File: config.mk
export PLATFORM = sky130hd
export DESIGN_NAME = uart_tx_arbiter
export DESIGN_NICKNAME = d
export VERILOG_FILES = /design/src/rtl/uart_tx_arbiter.sv
export SDC_FILE = /design/constraint.sdc
export NUM_CORES = 1
export LEC_CHECK = 0
export CELL_PAD_IN_SITES_DETAIL_PLACEMENT = 1
export CELL_PAD_IN_SITES_GLOBAL_PLACEMENT = 1
export CORE_ASPECT_RATIO = 0.5
export CORE_UTILIZATION = 53
export DETAILED_ROUTE_END_ITERATION = 12
export DONT_BUFFER_PORTS = 1
export PLACE_DENSITY = 0.77
export SLEW_MARGIN = 20
export SYNTH_ARGS = -nofsm -noshare
export SYNTH_HDL_FRONTEND = slang
export SYNTH_SLANG_ARGS = --single-unit
File: constraint.sdc
create_clock -name clock -period 6.4 [get_ports clock]
set_input_delay 0.64 -clock clock [delete_from_list [all_inputs] [get_ports clock]]
set_output_delay 0.64 -clock clock [all_outputs]
set_load 0.02 [all_outputs]
File: src/rtl/uart_tx_arbiter.sv
// Two-requester arbiter in front of a single UartTx: per-requester FIFOs with valid/ready push,
// and an FSM that issues one tx_start per byte. Optional macro: UART_TX_ARB_ROUND_ROBIN_EN.
module uart_tx_arbiter #(
  parameter int FIFO_DEPTH = 4,
  parameter int FIFO_AW    = 2
) (
  input  logic       clock,
  input  logic       reset,
  input  logic       req0_valid,
  input  logic [7:0] req0_data,
  output logic       req0_ready,
  input  logic       req1_valid,
  input  logic [7:0] req1_data,
  output logic       req1_ready,
  input  logic       tx_busy,
  output logic       tx_start,
  output logic [7:0] sdata,
  output logic       grant,
  output logic       idle
);

  typedef enum logic [1:0] {S_IDLE, S_START, S_GUARD, S_WAIT} state_t;

  localparam logic [FIFO_AW:0] FULL_CNT = (FIFO_AW+1)'(FIFO_DEPTH);

  state_t             state_q, state_d;
  logic               tx_start_q, tx_start_d;
  logic [7:0]         sdata_q, sdata_d;
  logic               grant_q, grant_d;

  logic [7:0]         mem_q      [2][FIFO_DEPTH];
  logic [7:0]         mem_d      [2][FIFO_DEPTH];
  logic [FIFO_AW-1:0] wr_ptr_q   [2];
  logic [FIFO_AW-1:0] wr_ptr_d   [2];
  logic [FIFO_AW-1:0] rd_ptr_q   [2];
  logic [FIFO_AW-1:0] rd_ptr_d   [2];
  logic [FIFO_AW:0]   count_q    [2];
  logic [FIFO_AW:0]   count_d    [2];

  logic [1:0]         req_valid;
  logic [7:0]         req_data   [2];
  logic [1:0]         empty, full, ready, push, pop;
  logic               sel;

  assign req_valid   = {req1_valid, req0_valid};
  assign req_data[0] = req0_data;
  assign req_data[1] = req1_data;

  // Ready comes from the registered count only, so a pop on a full FIFO frees a slot one cycle later.
  always_comb begin
    for (int i = 0; i < 2; i++) begin
      empty[i] = (count_q[i] == '0);
      full[i]  = (count_q[i] == FULL_CNT);
      ready[i] = !full[i] && !reset;
      push[i]  = req_valid[i] && ready[i];
    end
  end

  assign req0_ready = ready[0];
  assign req1_ready = ready[1];

  always_comb begin
    sel = empty[0];
    if (!empty[0] && !empty[1]) begin
`ifdef UART_TX_ARB_ROUND_ROBIN_EN
      sel = ~grant_q;
`else
      sel = 1'b0;
`endif
    end
  end

  always_comb begin
    state_d    = state_q;
    tx_start_d = 1'b0;
    sdata_d    = sdata_q;
    grant_d    = grant_q;
    pop        = 2'b00;
    case (state_q)
      S_IDLE: begin
        if (!tx_busy && (empty != 2'b11)) begin
          pop[sel]   = 1'b1;
          sdata_d    = mem_q[sel][rd_ptr_q[sel]];
          grant_d    = sel;
          tx_start_d = 1'b1;
          state_d    = S_START;
        end
      end
      S_START: state_d = S_GUARD;
      // UartTx raises busy one cycle late, so busy is not trusted until WAIT.
      S_GUARD: state_d = S_WAIT;
      S_WAIT: begin
        if (!tx_busy) state_d = S_IDLE;
      end
      default: state_d = S_IDLE;
    endcase
  end

  always_comb begin
    for (int i = 0; i < 2; i++) begin
      for (int j = 0; j < FIFO_DEPTH; j++) mem_d[i][j] = mem_q[i][j];
      wr_ptr_d[i] = wr_ptr_q[i];
      rd_ptr_d[i] = rd_ptr_q[i];
      count_d[i]  = count_q[i];
      if (push[i]) begin
        mem_d[i][wr_ptr_q[i]] = req_data[i];
        wr_ptr_d[i]           = wr_ptr_q[i] + 1'b1;
      end
      if (pop[i]) rd_ptr_d[i] = rd_ptr_q[i] + 1'b1;
      case ({push[i], pop[i]})
        2'b10:   count_d[i] = count_q[i] + 1'b1;
        2'b01:   count_d[i] = count_q[i] - 1'b1;
        default: count_d[i] = count_q[i];
      endcase
    end
  end

  always_ff @(posedge clock) begin
    for (int i = 0; i < 2; i++)
      for (int j = 0; j < FIFO_DEPTH; j++) mem_q[i][j] <= mem_d[i][j];
  end

  always_ff @(posedge clock) begin
    if (reset) begin
      state_q    <= S_IDLE;
      tx_start_q <= 1'b0;
      sdata_q    <= 8'h00;
      grant_q    <= 1'b0;
      for (int i = 0; i < 2; i++) begin
        wr_ptr_q[i] <= '0;
        rd_ptr_q[i] <= '0;
        count_q[i]  <= '0;
      end
    end else begin
      state_q    <= state_d;
      tx_start_q <= tx_start_d;
      sdata_q    <= sdata_d;
      grant_q    <= grant_d;
      for (int i = 0; i < 2; i++) begin
        wr_ptr_q[i] <= wr_ptr_d[i];
        rd_ptr_q[i] <= rd_ptr_d[i];
        count_q[i]  <= count_d[i];
      end
    end
  end

  assign tx_start = tx_start_q;
  assign sdata    = sdata_q;
  assign grant    = grant_q;
  assign idle     = (state_q == S_IDLE) && (empty == 2'b11);

endmodule

==> reports/metrics.cfg <==
[timing]
fmax_mhz=372
tightest_slew_ns=0.651
finalClockSkew_ns=0.00454
rsz0062_at_grt=no
hold_viol_final=0
fin_tns_setup_ns=0
fin_crit_sh_pct=42.0
holdWs_ns=0.354
slew_violations=0
max_slew_margin_pct=56.5
period_minus_slack_ns=2.69
setup_violations=0

[critical_path]
cp.required_ns=6.68
worst_path_largest_cell_delay_ns=0.37
worstPathMaxFanout=11
critPathKind=register to register
worstSetupStartpointType=register
worst_setup_path_end_kind=register
crit_slowest_cell=fa_1
critPathArrivalTime_ns=2.97
cp_num_buf_inv=3
crit_top_cell=inv_1
path_cells=inv_1, ha_1, and2b_1, nand3_2, inv_1, ha_1, inv_1, fa_1, xor2_1, or3_1, a21oi_1
cp_top_family=simple AND/OR/NAND/NOR gates

[status]
status=finished, final reports clean

[clocking]
hold_buffers=0
numCtsBuffers=9
clkTransAtPathRegs_ns=0.06
post_cts_buffers=0
insertion_delay_ns=0.35
cts_buffer_depth=2
cts_tree=done
cts-htree-levels=3
clock-sinks=90
ctsRootBufferMaster=clkbuf_16
cts_resized=0

[yosys]
ys_warn_count=0
synthCells=241
synth_flop_cell=edfxtp_1
synthesis.nets=278
synth_edf_count=64
synth.avg_cell_area_um2=15.6
netlist.area_leader.share_pct=51.3
ys_top_cells_by_area=edfxtp_1 51%, dfxtp_1 14%, mux4_2 9.6%, ha_1 4.7%, nor3_2 2.4%
yosysUniqueCellTypes=39
ys_async_sr_fraction_pct=0
synth_top_cells_by_count=64 x edfxtp_1, 26 x dfxtp_1, 23 x nor2_1
synth_area_leader_cell=edfxtp_1
syn-cell-area_um2=3750
ys_seq_elements=90
synth-seq-area-share_pct=65.2
yosys.cell_count.top_type=edfxtp_1

[route]
routed_via_density=5.64
drt_iter0_markers=125
remaining_drc_errors=0
routed_wl_um=6890
ant_nets=0
first_pass_iters=4
num_vias=1923
avgRoutedWirePerCell_um=20.2

[placement]
port-buffer-count=0
hpwl_um=4750
gp_congestion=0.673

[grt]
grt_pass1_wl_um=10600
grt_max_degree=31
grt_use_total_pct=20.9
antenna_found_initial=0
gr-total-overflow=0
grt_pass1_vias=2036

[finish]
syn2layout_area_growth_pct=9.75
post-route-util_pct=60.9
n_antenna_cell=0
final_layout_size_suffix_gt1_share_pct=20.5
fin_nets=281

[floorplanning]
fp.dieH_um=61.5
core_um2=6750
io_pins=34
die-area_um2=7430
die_width_um=121
initial_core_util_pct=55.5
rows=21

[power_and_ir_drop]
p_per_area_nw_per_um2=418
seqPwrFrac_pct=47.3
power_leakage_nw=1.39
internal_power_mw=1.16
switchingPower_uw=556
clkPwrFrac_pct=30.9
p_sw_share_pct=32.3
vdd_drop_max_uv=277
combPwrFrac_pct=21.8

[job]
maxCapViolations=0

[hold_path]
hp-class=input port to register

## worst reg2reg max path: cells and delay by family (launching register included)
kind,cells,cell delay [ns]
buf+inv,3,0.31
simple gates,3,0.90
fa+ha+maj,3,0.78
xor+xnor,1,0.16
flops,1,0.33
compound gates,1,0.14
## power groups by stage
stage | combinational, mW | clock (mW) | sequential (mW)
floorplan | 0.334 | 0 | 0.782
global placement | 0.344 | 0 | 0.824
detailed placement | 0.374 | 0 | 0.829
CTS | 0.379 | 0.541 | 0.817
global route | 0.416 | 0.557 | 0.827
finish | 0.374 | 0.531 | 0.814
## area by class of cell
cell class                      count  area [um2]
Inverter                           18        67.6
Fill cell                         620        2640
Sequential cell                    90        2440
Tap cell                           92         115
Multi-Input combinational cell    125        1190
Clock inverter                      6        71.3
Clock buffer                       10         229
## registers in the layout (all words and copies together) (netlist names)
name / flops
mem_q: 64
sdata: 8
count_q: 6
rd_ptr_q: 4
wr_ptr_q: 4
state_q: 2
grant: 1
tx_start: 1
## worst paths after layout
check             startpoint             end  slack (ns)  cells past startpoint
setup / recovery  state_q[0]   count_q[0][5]        3.71                     11
hold / removal         reset  wr_ptr_q[0][2]        0.35                      1
hold reg to reg   state_q[0]      state_q[0]        0.54                      2
setup reg to reg  state_q[0]   count_q[0][5]        3.71                     11
## kinds of logic after synthesis
family / after synthesis / synth area share [%]
DFF: 90 / 65.2
and+or+nand+nor: 57 / 9.08
buffers and inverters: 26 / 3.14
AOI/OAI and AO/OA: 25 / 4.67
muxes: 17 / 9.88
adders and majority gates: 16 / 5.74
xor gates and xnor gates: 10 / 2.34
## cell usage in the layout, fill, tap and decap left out
cell type   instances
edfxtp_1           64
dfxtp_1            26
nor2_1             23
inv_1              18
mux4_2             16
ha_1               14
nor3_2              9
clkbuf_16           9
xor2_1              8
o22ai_1             8
a21oi_1             7
or3_1               4
and2_1              4
and2_2              4
inv_6               3
nor2_2              2
xnor2_1             2
nand2_1             2
o31ai_1             2
o21ai_0             2
fa_1                2
clkinvlp_4          2
and2b_1             1
nand3_2             1
nand2_4             1
a211oi_4            1
a211oi_2            1
nor3_1              1
and3_1              1
a21boi_2            1
o21a_1              1
a31oi_1             1
a211oi_1            1
mux2i_1             1
nor2b_1             1
nand2b_1            1
nand3_1             1
nand4_1             1
bufinv_16           1
clkbuf_1            1
## per-stage QoR
stage | total power [mW] | setup WS (ns) | std cells | instance area (um2)
floorplan | 1.12 | 3.97 | 241 | 3750
global placement | 1.17 | 3.84 | 325 | 3810
detailed placement | 1.20 | 3.73 | 325 | 3810
CTS | 1.74 | 3.72 | 341 | 4110
global route | 1.80 | 3.50 | 341 | 4110
finish | 1.72 | 3.71 | 341 | 4110
## per-layer routing
layer	global-route usage [%]	vias up	wire length, um
li1	-	888	-
met1	25.4	975	3110
met2	33.9	51	3230
met3	8.61	9	445
met4	9.52	0	105
met5	0	-	0
Power figures use the tool's default switching activity.
